### src/rtl/bytepad_stream_ctrl_if.sv
// rtl/bytepad_stream_ctrl_if.sv - byte streams between X source, bytepad controller and absorber
interface bytepad_stream_ctrl_if;
    logic       in_valid;
    logic [7:0] in_data;
    logic       in_ready;
    logic       out_valid;
    logic [7:0] out_data;
    logic       out_ready;
    logic       block_last;
    logic       out_last;

    modport master (
        input  in_valid, in_data, out_ready,
        output in_ready, out_valid, out_data, block_last, out_last
    );

    modport slave (
        output in_valid, in_data, out_ready,
        input  in_ready, out_valid, out_data, block_last, out_last
    );
endinterface

### src/rtl/bytepad_stream_ctrl.sv
// rtl/bytepad_stream_ctrl.sv - bytepad(X, w) sequencer feeding the Keccak absorber byte stream
module bytepad_stream_ctrl #(
    parameter  int W_BYTES = 136,
    parameter  int MAX_LEN = 32,
    localparam int LW      = $clog2(MAX_LEN + 1)
) (
    input  logic                  clk,
    input  logic                  rst,
    input  logic                  start,
    input  logic [LW-1:0]         msg_len,
    bytepad_stream_ctrl_if.master bus,
    output logic                  busy,
    output logic                  done,
    output logic                  len_err
);
    localparam int             BW     = $clog2(W_BYTES);
    localparam logic [BW-1:0]  B_LAST = BW'(W_BYTES - 1);
    localparam logic [LW-1:0]  L_MAX  = LW'(MAX_LEN);
    localparam logic [7:0]     W8     = 8'(W_BYTES);

    typedef enum logic [2:0] {
        S_IDLE,
        S_HDR0,
        S_HDR1,
        S_DATA,
        S_PAD,
        S_DONE
    } state_t;

    state_t        state;
    logic [BW-1:0] bcnt;
    logic [LW-1:0] pcnt;
    logic [LW-1:0] len_q;

    logic          xfer;
    logic          blk_end;
    logic [LW-1:0] pcnt_next;
    logic          last_data;
    logic          final_byte;

    // DATA is a pure pass-through so the source sees the absorber's backpressure directly.
    always_comb begin
        bus.in_ready  = 1'b0;
        bus.out_valid = 1'b0;
        bus.out_data  = 8'h00;
        case (state)
            S_HDR0: begin
                bus.out_valid = 1'b1;
                bus.out_data  = 8'h01;
            end
            S_HDR1: begin
                bus.out_valid = 1'b1;
                bus.out_data  = W8;
            end
            S_DATA: begin
                bus.out_valid = bus.in_valid;
                bus.out_data  = bus.in_valid ? bus.in_data : 8'h00;
                bus.in_ready  = bus.out_ready;
            end
            S_PAD: begin
                bus.out_valid = 1'b1;
            end
            default: begin
                bus.out_valid = 1'b0;
            end
        endcase
    end

    assign xfer      = bus.out_valid && bus.out_ready;
    assign blk_end   = (bcnt == B_LAST);
    assign pcnt_next = pcnt + LW'(1);
    assign last_data = (pcnt_next == len_q);

    // The stream ends on the first block boundary reached once all of X has been sent.
    always_comb begin
        final_byte = 1'b0;
        case (state)
            S_HDR1:  final_byte = (len_q == '0) && blk_end;
            S_DATA:  final_byte = last_data && blk_end;
            S_PAD:   final_byte = blk_end;
            default: final_byte = 1'b0;
        endcase
    end

    assign bus.block_last = bus.out_valid && blk_end;
    assign bus.out_last   = bus.out_valid && final_byte;
    assign busy           = (state != S_IDLE);
    assign done           = (state == S_DONE);

    always_ff @(posedge clk) begin
        if (rst) begin
            state   <= S_IDLE;
            bcnt    <= '0;
            pcnt    <= '0;
            len_q   <= '0;
            len_err <= 1'b0;
        end else begin
            len_err <= 1'b0;
            if (xfer) begin
                bcnt <= blk_end ? '0 : bcnt + BW'(1);
            end
            case (state)
                S_IDLE: begin
                    if (start) begin
                        if (msg_len > L_MAX) begin
                            len_err <= 1'b1;
                        end else begin
                            len_q <= msg_len;
                            bcnt  <= '0;
                            pcnt  <= '0;
                            state <= S_HDR0;
                        end
                    end
                end
                S_HDR0: begin
                    if (xfer) state <= S_HDR1;
                end
                S_HDR1: begin
                    if (xfer) begin
                        if (len_q != '0)  state <= S_DATA;
                        else if (blk_end) state <= S_DONE;
                        else              state <= S_PAD;
                    end
                end
                S_DATA: begin
                    if (xfer) begin
                        pcnt <= pcnt_next;
                        if (last_data) state <= blk_end ? S_DONE : S_PAD;
                    end
                end
                S_PAD: begin
                    if (xfer && blk_end) state <= S_DONE;
                end
                S_DONE: begin
                    state <= S_IDLE;
                end
                default: begin
                    state <= S_IDLE;
                end
            endcase
        end
    end
endmodule

### src/flat_wrapper.sv
// flat-port wrapper written by rule: the top's interface ports become plain ports
module bytepad_stream_ctrl_flat 
#(
    parameter  int W_BYTES = 136,
    parameter  int MAX_LEN = 32,
    localparam int LW      = $clog2(MAX_LEN + 1)
)
  (clk, rst, start, msg_len, busy, done, len_err, bus_in_valid, bus_in_data, bus_out_ready, bus_in_ready, bus_out_valid, bus_out_data, bus_block_last, bus_out_last);
  bytepad_stream_ctrl_if bus_i ();
  input  logic clk;
  input  logic rst;
  input  logic start;
  input  logic [LW-1:0] msg_len;
  output logic busy;
  output logic done;
  output logic len_err;
  input wire logic [$bits(bus_i.in_valid)-1:0] bus_in_valid;
  input wire logic [$bits(bus_i.in_data)-1:0] bus_in_data;
  input wire logic [$bits(bus_i.out_ready)-1:0] bus_out_ready;
  output wire logic [$bits(bus_i.in_ready)-1:0] bus_in_ready;
  output wire logic [$bits(bus_i.out_valid)-1:0] bus_out_valid;
  output wire logic [$bits(bus_i.out_data)-1:0] bus_out_data;
  output wire logic [$bits(bus_i.block_last)-1:0] bus_block_last;
  output wire logic [$bits(bus_i.out_last)-1:0] bus_out_last;
  assign bus_i.in_valid = bus_in_valid;
  assign bus_i.in_data = bus_in_data;
  assign bus_i.out_ready = bus_out_ready;
  assign bus_in_ready = bus_i.in_ready;
  assign bus_out_valid = bus_i.out_valid;
  assign bus_out_data = bus_i.out_data;
  assign bus_block_last = bus_i.block_last;
  assign bus_out_last = bus_i.out_last;
  bytepad_stream_ctrl #(.W_BYTES(W_BYTES), .MAX_LEN(MAX_LEN)) u_core (.clk(clk), .rst(rst), .start(start), .msg_len(msg_len), .bus(bus_i), .busy(busy), .done(done), .len_err(len_err));
endmodule
### config.mk
export PLATFORM = sky130hd
export DESIGN_NAME = bytepad_stream_ctrl_flat
export DESIGN_NICKNAME = d
export VERILOG_FILES = /design/src/rtl/bytepad_stream_ctrl_if.sv /design/src/rtl/bytepad_stream_ctrl.sv /design/src/flat_wrapper.sv
export SDC_FILE = /design/constraint.sdc
export NUM_CORES = 1
export LEC_CHECK = 0
export BUFFER_PORTS_ARGS = -buffer_cell sky130_fd_sc_hd__buf_2
export CORE_MARGIN = 1
export CORE_UTILIZATION = 53
export DETAILED_ROUTE_END_ITERATION = 12
export GPL_TIMING_DRIVEN = 0
export HOLD_SLACK_MARGIN = 0.15
export PLACE_DENSITY = 0.79
export SLEW_MARGIN = 20
export SYNTH_ARGS = -nofsm -noshare
export SYNTH_HDL_FRONTEND = slang
export SYNTH_SLANG_ARGS = --single-unit
### constraint.sdc
create_clock -name clk -period 2.23 [get_ports clk]
set_input_delay 0.223 -clock clk [delete_from_list [all_inputs] [get_ports clk]]
set_output_delay 0.223 -clock clk [all_outputs]
set_load 0.1 [all_outputs]
; ---- Yosys cells after proc, flatten, opt, wreduce, memory -nomap -nowiden
; Cells that the tools add are included.
[word_totals]
regBits = 24
latchBits = 0
ram_bits = 0
rom_bits = 0
output_inout_bits = 15
memories = 0
[classes]
add_sub_neg = 2
mul = 0
div_mod_pow = 0
order_cmp = 1
eq_ne = 14
n_shift = 0
n_mux = 25
bitwise = 3
n_reduce_logical = 16
[op_table]
columns = op, n
row1 = two-way mux 8 bit, 6
row2 = two-way mux 3 bit, 8
row3 = one-hot mux 8 bit (3 select lines), 1
row4 = two-way mux 6 bit, 3
row5 = one-hot mux 3 bit (5 select lines), 1
row6 = one-hot mux 6 bit (2 select lines), 1
row7 = "!= test 2 x 1 -> 1 bit, second input constant", 5
row8 = "adder 8 x 1 -> 8 bit, second input constant", 1
row9 = "== test 8 bit, second input constant", 1
row10 = AND reduction 7 bit, 1
row11 = "adder 6 x 1 -> 6 bit, second input constant", 1
row12 = "== test 3 x 2 -> 1 bit, second input constant", 2
row13 = "== test 3 bit, second input constant", 2
row14 = == test 6 bit, 1
row15 = "greater-than comparator 6 bit, second input constant", 1
row16 = logical AND 1 bit, 6
row17 = zero test 6 bit, 1
row18 = nonzero test 6 bit, 1
row19 = OR reduction 3 bit, 2
row20 = "!= test 2 bit, second input constant", 2
row21 = AND reduction 4 bit, 1
row22 = "== test 3 x 1 -> 1 bit, second input constant", 1
row23 = zero test 3 bit, 1
row24 = two-way mux 1 bit, 3
row25 = 6 further kinds, 8

; ---- Logic depth before layout (Yosys ltp)
; Gate-level depths: netlist (run 1).
[depth]
depth_word = 8
mapped_depth = 8
ltp_nobuf = 7

; ---- Worst setup path after synthesis (run 1)
; OpenSTA, ideal clock, no wires.
[synth_timing]
kind = register -> output
from = register u_core.state[1]
to = output port bus_out_last
arrival_time_ns = 3.822
required_time_ns = 2.007
setup_slack_ns = -1.815
path_stages_with_launch = 6
path_buffers = 0
cell_sequence = dfxtp_1 -> nor3_2 -> inv_1 -> and3_1 -> and2_1 -> and3_1
[synth_via]
elab_chain_cells = 4
[synth_lines]
columns = element, line_no
row1 = start: declaration, bytepad_stream_ctrl.sv:30  ; state_t state;
row2 = start signal: assignment, bytepad_stream_ctrl.sv:128  ; if (last_data) state <= blk_end ? S_DONE : S_PAD;
row3 = == test 3 x 1 -> 1 bit (tied with other cells), bytepad_stream_ctrl.sv:46  ; case (state)
row4 = OR reduction 3 bit (no source line), -
row5 = one-hot mux 1 bit (2 select lines) *, bytepad_stream_ctrl.sv:46
row6 = named net bus_out_valid, flat_wrapper.sv:21  ; output wire logic [$bits(bus_i.out_valid)-1:0] bus_out_valid;
row7 = logical AND 1 bit *, bytepad_stream_ctrl.sv:86  ; assign bus.out_last = bus.out_valid && final_byte;
row8 = end: declaration, flat_wrapper.sv:24  ; output wire logic [$bits(bus_i.out_last)-1:0] bus_out_last;
; The timed path passes the listed nets; every way through them passes the cells marked *.

; ---- Worst setup path in the final report (run 1)
[layout_timing]
from = register u_core.pcnt[2]
to = output port bus_out_last
[layout_via]
elab_chain_cells = 5
[layout_lines]
columns = element, line_no
row1 = start: declaration, bytepad_stream_ctrl.sv:32  ; logic [LW-1:0] pcnt;
row2 = start signal: assignment, bytepad_stream_ctrl.sv:127  ; pcnt <= pcnt_next;
row3 = adder 6 x 1 -> 6 bit, bytepad_stream_ctrl.sv:71  ; assign pcnt_next = pcnt + LW'(1);
row4 = == test 6 bit, bytepad_stream_ctrl.sv:72  ; assign last_data = (pcnt_next == len_q);
row5 = logical AND 1 bit, bytepad_stream_ctrl.sv:79  ; S_DATA: final_byte = last_data && blk_end;
row6 = one-hot mux 1 bit (3 select lines), bytepad_stream_ctrl.sv:77  ; case (state)
row7 = logical AND 1 bit, bytepad_stream_ctrl.sv:86
; Every way passes these cells.

==> flow_summary.toml, run 1 <==
[run_status]
run_status = "completed"

[finish]
drive_gt1_share_pct = 34.5
synthToLayoutAreaGrowth_pct = 25.8
post_layout_nonfiller_instances = 250
insertedDiodeCount = 0
final_nets = 243

[cts]
clk_root_buffer_cell = "sky130_fd_sc_hd__clkbuf_4"
clk-insertion-delay-late_ns = 0.30
numClockSinks = 24
clock_path_buffers = 2
tritoncts_buffers = 3
cts_tree = "built"
clkTransAtPathRegs_ns = 0.11
cts-hold-fix-buffers = 0
cts-htree-levels = 1

[global_route]
pin_count_of_the_biggest_net_entering_global_routing = 13
grt_first_pass_wirelength_um = 5190
via_count_of_the_first_global_routing_pass = 1265
number_of_antenna_violations_at_the_first_check_in_global_routing = 0
groute.usage.overall_pct = 24.4
gr-total-overflow = 0

[yosys]
synth_async_sr_flop_share_pct = 0
ys_top_cells_by_area = "sky130_fd_sc_hd__dfxtp_1, sky130_fd_sc_hd__nor2_1, sky130_fd_sc_hd__nand2_1, sky130_fd_sc_hd__a21oi_1, sky130_fd_sc_hd__xnor2_1"
ys_top_cells_by_count = "sky130_fd_sc_hd__dfxtp_1, sky130_fd_sc_hd__nor2_1, sky130_fd_sc_hd__nand2_1"
synth-seq-area-share_pct = 33.4
post_synth_instance_area_um2 = 1440
synth_most_common_cell = "sky130_fd_sc_hd__dfxtp_1"
yosys_most_used_dff = "sky130_fd_sc_hd__dfxtp_1"
synth-seq-cells = 24
synth_top_area_share_pct = 33.4
synthesis.yosys.warnings = 0
syn-instance-count = 182
post-synth-top-area-cell = "sky130_fd_sc_hd__dfxtp_1"
mappedNetlistNets = 203
synthDistinctLibCells = 48
avgSynthCellArea_um2 = 7.91
synth_edf_count = 0

[placed_design]
detailed_placement_wirelength_estimate_um = 2530
place.port_buffers = 32
numPlacedInstances = 244
gp_congestion = 0.909

[setup_path]
critPathLaunch = "u_core.pcnt[2]"
worstPathRequired_ns = 2.01
endpoint_kind = "primary output"
critical_path_arrival_ns = 1.93
worst-r2r-cell-count = 8
critical_path_endpoint = "bus_out_last"
r2r_start = "u_core.bcnt[0]"
crit_path_max_fanout = 7
timing_worst_setup_path_type = "register to primary output"
setup.worst_path.start_class = "register"
r2r_end = "u_core.state[2]"
rrSetupSlack_ns = 0.23

[flow_run]
max-cap-violations = 0

[timing]
timing.slew.headroom_pct = 67.8
timing_hold_violations_final = 0
clock_skew_ns = 0.00387
final.hold.worst_slack_ns = 0.169
final_min_period_over_clock_period_pct = 96.6
setup_viol_count_final = 0
layout_min_cycle_time_ns = 2.15
clock.fmax_mhz = 464
timing_worst_slew_pin_value_ns = 0.487
maxSlewViolCount = 0

[detailed_routing]
antenna_left = 0
dr_total_vias = 1459
iteration_0_drc_count_of_the_detailed_router = 50
wl_per_cell_um = 13.7
via_per_inst = 5.84
drt_pre_antenna_iters = 4
remaining_drc_errors = 0
totalWireLength_um = 3430

[power_and_ir_drop]
power-per-cell-area_nw_per_um2 = 992
ir_worst_vdd_uv = 1290
total_leakage_power_nw = 0.750

[die]
dieWidth_um = 54.1
initial_core_utilization_pct = 57.1
core-area_um2 = 2520
io_pins = 34
dieArea_um2 = 2930
vertical_die_dimension_um = 54.1
core.rowCount = 18

[hold_path]
worst_min_delay_path_category = "input port to register"
-- state kept, by name, indices dropped and copies added, names as in the netlist --
| register | cells |
|---|---|
| u_core.len_q | 6 |
| u_core.state | 3 |
| u_core.bcnt | 8 |
| u_core.len_err | 1 |
| u_core.pcnt | 6 |
-- power by group --
part	switching, W	internal (W)
Clock	0.000117	0.0000630
Sequential	0.0000571	0.000478
Combinational	0.000778	0.000303
Total	0.000953	0.000844
-- layout by cell type (no fill, tap or decap), types with 2 or more instances in the layout --
cell type                  netlist  layout
sky130_fd_sc_hd__o21ai_1         5       5
sky130_fd_sc_hd__and2_1          3       2
sky130_fd_sc_hd__dfxtp_1        24      16
sky130_fd_sc_hd__xnor2_1         9       8
sky130_fd_sc_hd__nand4_1         3       3
sky130_fd_sc_hd__dfxtp_2         0       6
sky130_fd_sc_hd__clkbuf_4        1       4
sky130_fd_sc_hd__a211o_1         2       2
sky130_fd_sc_hd__nand2b_1        2       2
sky130_fd_sc_hd__buf_4           2       6
sky130_fd_sc_hd__nand3b_1        2       2
sky130_fd_sc_hd__and3b_1         2       2
sky130_fd_sc_hd__nor3_1          6       6
sky130_fd_sc_hd__a22oi_1         2       2
sky130_fd_sc_hd__a21oi_1        16      13
sky130_fd_sc_hd__a21oi_2         0       3
sky130_fd_sc_hd__a311oi_1        2       2
sky130_fd_sc_hd__nor2_1         23      22
sky130_fd_sc_hd__mux2i_1         2       2
sky130_fd_sc_hd__and3_4          0       2
sky130_fd_sc_hd__xor2_1          6       6
sky130_fd_sc_hd__and3_1         11       9
sky130_fd_sc_hd__dfxtp_4         0       2
sky130_fd_sc_hd__o21ai_0         2       2
sky130_fd_sc_hd__buf_2           2      32
sky130_fd_sc_hd__nand2_1        22      22
sky130_fd_sc_hd__nand3_1         4       3
sky130_fd_sc_hd__or3_1           2       2
-- cell families after synthesis --
logic type / after synthesis / synth area share [%]
muxes: 2 / 1.39
adders and majority gates: 2 / 1.74
and+or+nand+nor: 93 / 33.7
DFF: 24 / 33.4
AOI/OAI and AO/OA: 35 / 15.6
buffers and inverters: 11 / 5.04
xor gates and xnor gates: 15 / 9.12
-- metrics by stage --
stage | setup TNS, ns | utilization (%) | total power (W) | worst slack [ns] | instance area, um2
floorplan | -0.758 | - | 0.00142 | -0.126 | 1480
global placement | -0.144 | 66.3 | 0.00157 | -0.144 | 1670
detailed placement | -0.213 | 66.3 | 0.00160 | -0.213 | 1670
CTS | 0 | 68.7 | 0.00179 | 0.00191 | 1730
global route | -0.0302 | 71.8 | 0.00190 | -0.0302 | 1810
finish | 0 | 71.8 | 0.00180 | 0.0760 | 1810
-- final cells by class --
cell class / instances / area, um2
multi-input cells: 147 / 980
fillers: 202 / 711
flip-flops and latches: 24 / 495
repair buffers: 35 / 200
plain buffers: 9 / 65.1
well taps: 30 / 37.5
clock buffers: 3 / 22.5
inverters: 2 / 11.3
-- worst min-delay path by stage --
stage                    startpoint               to  slack, ns  depth (start not counted)
floorplan                msg_len[0]  u_core.len_q[0]       0.36                          2
finish                   msg_len[2]  u_core.len_q[2]       0.17                          3
detailed placement  u_core.len_q[0]  u_core.len_q[0]       0.48                          2
global route             msg_len[1]  u_core.len_q[1]       0.18                          3
global placement    u_core.len_q[0]  u_core.len_q[0]       0.48                          2
CTS                      msg_len[0]  u_core.len_q[0]       0.16                          3
-- metal layers --
metal	share of wire, %	global-route usage, %	wire, um
met4	1.1	12.4	38
met1	44	30.3	1510
met2	49	41.3	1680
met3	5.8	2.26	199
met5	0	0	0
-- critical path, stage by stage, from the launching register on --
cell	delay, ns
sky130_fd_sc_hd__dfxtp_4	0.41
sky130_fd_sc_hd__nand3_4	0.11
sky130_fd_sc_hd__nor2_4	0.14
sky130_fd_sc_hd__xnor2_2	0.14
sky130_fd_sc_hd__xnor2_1	0.11
sky130_fd_sc_hd__o31ai_2	0.31
sky130_fd_sc_hd__and3_4	0.24
sky130_fd_sc_hd__buf_12	0.17
-- repair_timing --
item | CTS | global route
pin swaps | 1 | 4
resized for setup | 9 | 16
gates cloned | 0 | 0
buffers inserted | 1 | 2
setup endpoints to repair | 2 | 2
(Power assumes the default switching activity.)
==> run 2: changes to the inputs <==
--- a/config.mk
+++ b/config.mk
@@ -10,7 +10,7 @@
 export CORE_UTILIZATION = 53
 export DETAILED_ROUTE_END_ITERATION = 12
 export GPL_TIMING_DRIVEN = 0
-export HOLD_SLACK_MARGIN = 0.15
+export HOLD_SLACK_MARGIN = 0.05
 export PLACE_DENSITY = 0.79
 export SLEW_MARGIN = 20
 export SYNTH_ARGS = -nofsm -noshare
==> constraint.sdc (replaced) <==
create_clock -name clk -period 2.23 [get_ports clk]
set_input_delay 0.446 -clock clk [delete_from_list [all_inputs] [get_ports clk]]
set_output_delay 0.446 -clock clk [all_outputs]
set_load 0.1 [all_outputs]
==> flow_summary.toml, run 2 (synthesized netlist as in run 1, its figures left out) <==
[hold_path]
holdCritStartpoint = "msg_len[2]"
worst_min_delay_path_category = "input port to register"

[timing]
final.hold.worst_slack_ns = 0.366
timing_worst_slew_pin_value_ns = 0.490
final_min_period_over_clock_period_pct = 108
setup_viol_count_final = 1
layout_min_cycle_time_ns = 2.40
clock.fmax_mhz = 417
clock_skew_ns = 0.00257
timing.slew.headroom_pct = 67.6
layout_setup_ws_ns = -0.169
grt_setup_unrepaired = "true"
timing_hold_violations_final = 0
maxSlewViolCount = 0

[global_route]
number_of_antenna_violations_at_the_first_check_in_global_routing = 0
gr-total-overflow = 0
via_count_of_the_first_global_routing_pass = 1315
grt_first_pass_wirelength_um = 5840
pin_count_of_the_biggest_net_entering_global_routing = 13
groute.usage.overall_pct = 27.5

[die]
dieWidth_um = 54.1
core.rowCount = 18
initial_core_utilization_pct = 57.1
dieArea_um2 = 2930
vertical_die_dimension_um = 54.1
core-area_um2 = 2520
io_pins = 34

[detailed_routing]
antenna_left = 0
dr_total_vias = 1583
dr.max_layer_used = "met4"
totalWireLength_um = 4190
remaining_drc_errors = 0
wl_per_cell_um = 16.3
dr_wl_met3_um = 425
detail_route.wirelength.met1_um = 1590
wl_met2_um = 1930
via_per_inst = 6.16
iteration_0_drc_count_of_the_detailed_router = 59
drt_pre_antenna_iters = 4

[placed_design]
pre_cts_ws_ns = -0.479
numPlacedInstances = 244
place.port_buffers = 32
detailed_placement_wirelength_estimate_um = 2450
gp_congestion = 0.913

[run_status]
run_status = "complete, but fails checks"
violations = "negative setup slack"

[setup_path]
endpoint_kind = "primary output"
worstPathRequired_ns = 1.78
timing.critical_path.buf_inv = 1
critical_path.slowest_cell = "sky130_fd_sc_hd__dfxtp_4"
timing.critical_path.slowest_cell_delay_ns = 0.39
path_delay_family = "flip-flops"
setup.worst_path.start_class = "register"
crit_chain = "ha_4, xnor2_2, nand3_2, o31ai_4, and3_4, buf_12"
critical_path_arrival_ns = 1.95
r2r_start = "u_core.state[0]"
timing_worst_setup_path_type = "register to primary output"
critPathLaunch = "u_core.pcnt[1]"
crit_path_max_fanout = 3

[cts]
clkTransAtPathRegs_ns = 0.12
cts-htree-levels = 1
clk_root_buffer_cell = "sky130_fd_sc_hd__clkbuf_4"
tritoncts_buffers = 3
numClockSinks = 24
clk-insertion-delay-late_ns = 0.31
cts_tree = "built"
clock_path_buffers = 2
cts-hold-fix-buffers = 0

[power_and_ir_drop]
power.share.clock_pct = 10.1
power.switching_w = 0.000993
power_frac_seq_pct = 29.1
sw_frac_of_total_pct = 53.5
combinationalPowerShare_pct = 60.8
cell_internal_pwr_w = 0.000863
ir_worst_vdd_uv = 1100
power-per-cell-area_nw_per_um2 = 928
total_leakage_power_nw = 0.817

[finish]
synthToLayoutAreaGrowth_pct = 38.9
leading_cell_type_in_the_layout_fill_and_taps_excluded = "sky130_fd_sc_hd__buf_2"
drive_gt1_share_pct = 40.5
biggest_register = "u_core.bcnt"
largest_register_ffs = 8
post_layout_nonfiller_instances = 257
insertedDiodeCount = 0
final_nets = 250
layout_top_registers = "u_core.bcnt: 8 flops, u_core.len_q: 6 flops, u_core.pcnt: 6 flops"
finalCoreUtilization_pct = 79.3
mostFrequentLayoutCells = "sky130_fd_sc_hd__buf_2, sky130_fd_sc_hd__nor2_1, sky130_fd_sc_hd__nand2_1"

[flow_run]
max-cap-violations = 0
[run 2: cell types whose count changed in the layout (fill, tap and decap cells not counted), sizes merged]
cell / change
buf: +7
[run 2: per-layer routing]
| layer | track usage (%) | vias to the layer above |
|---|---|---|
| li1 | - | 733 |
| met1 | 35.3 | 705 |
| met2 | 46.5 | 118 |
| met3 | 2.54 | 27 |
| met4 | 11.1 | 0 |
| met5 | 0 | - |
[run 2: through the flow]
| stage | instance area, um2 | total power (W) | setup TNS, ns |
|---|---|---|---|
| 4_1_cts | 1890 | 0.00179 | -0.175 |
| 2_1_floorplan | 1470 | 0.00141 | -1.48 |
| 6_report | 2000 | 0.00186 | -0.169 |
| 5_1_grt | 2000 | 0.00194 | -0.203 |
| 3_3_place_gp | 1670 | 0.00156 | -0.388 |
| 3_5_place_dp | 1670 | 0.00159 | -0.529 |
[run 2: power groups by stage]
stage	clock [W]	combinational, W	sequential (W)
2_1_floorplan	0	0.000867	0.000547
3_3_place_gp	0	0.00102	0.000539
3_5_place_dp	0	0.00104	0.000543
4_1_cts	0.000192	0.00107	0.000532
5_1_grt	0.000207	0.00119	0.000544
6_report	0.000187	0.00113	0.000540
[run 2: area by class of cell]
type	count	area, um2
clock buffers	3	22.5
flip-flops and latches	24	500
fillers	170	522
repair buffers	42	307
multi-input cells	147	1060
well taps	30	37.5
inverters	2	11.3
plain buffers	9	65.1
[run 2: worst paths after layout]
path / endpoint / slack (ns) / cells past startpoint
setup / recovery: bus_out_last / -0.17 / 6
setup reg to reg: u_core.pcnt[2] / 0.10 / 7
hold reg to reg: u_core.len_q[0] / 0.52 / 2
hold / removal: u_core.len_q[2] / 0.37 / 3
[run 2: repair_timing]
action / 4_1_cts / 5_1_grt
gates resized for setup: 40 / 18
setup buffers: 8 / 2
pin swaps: 11 / 6
endpoints found under the setup margin: 8 / 8
[run 2: worst register-to-register path, cell delays in order, from the launching register on]
cell,delay (ns)
sky130_fd_sc_hd__dfxtp_2,0.37
sky130_fd_sc_hd__nor3_4,0.32
sky130_fd_sc_hd__and4b_1,0.28
sky130_fd_sc_hd__buf_2,0.21
sky130_fd_sc_hd__and2_1,0.25
sky130_fd_sc_hd__nor2_2,0.30
sky130_fd_sc_hd__o21ai_1,0.16
sky130_fd_sc_hd__a21oi_1,0.17
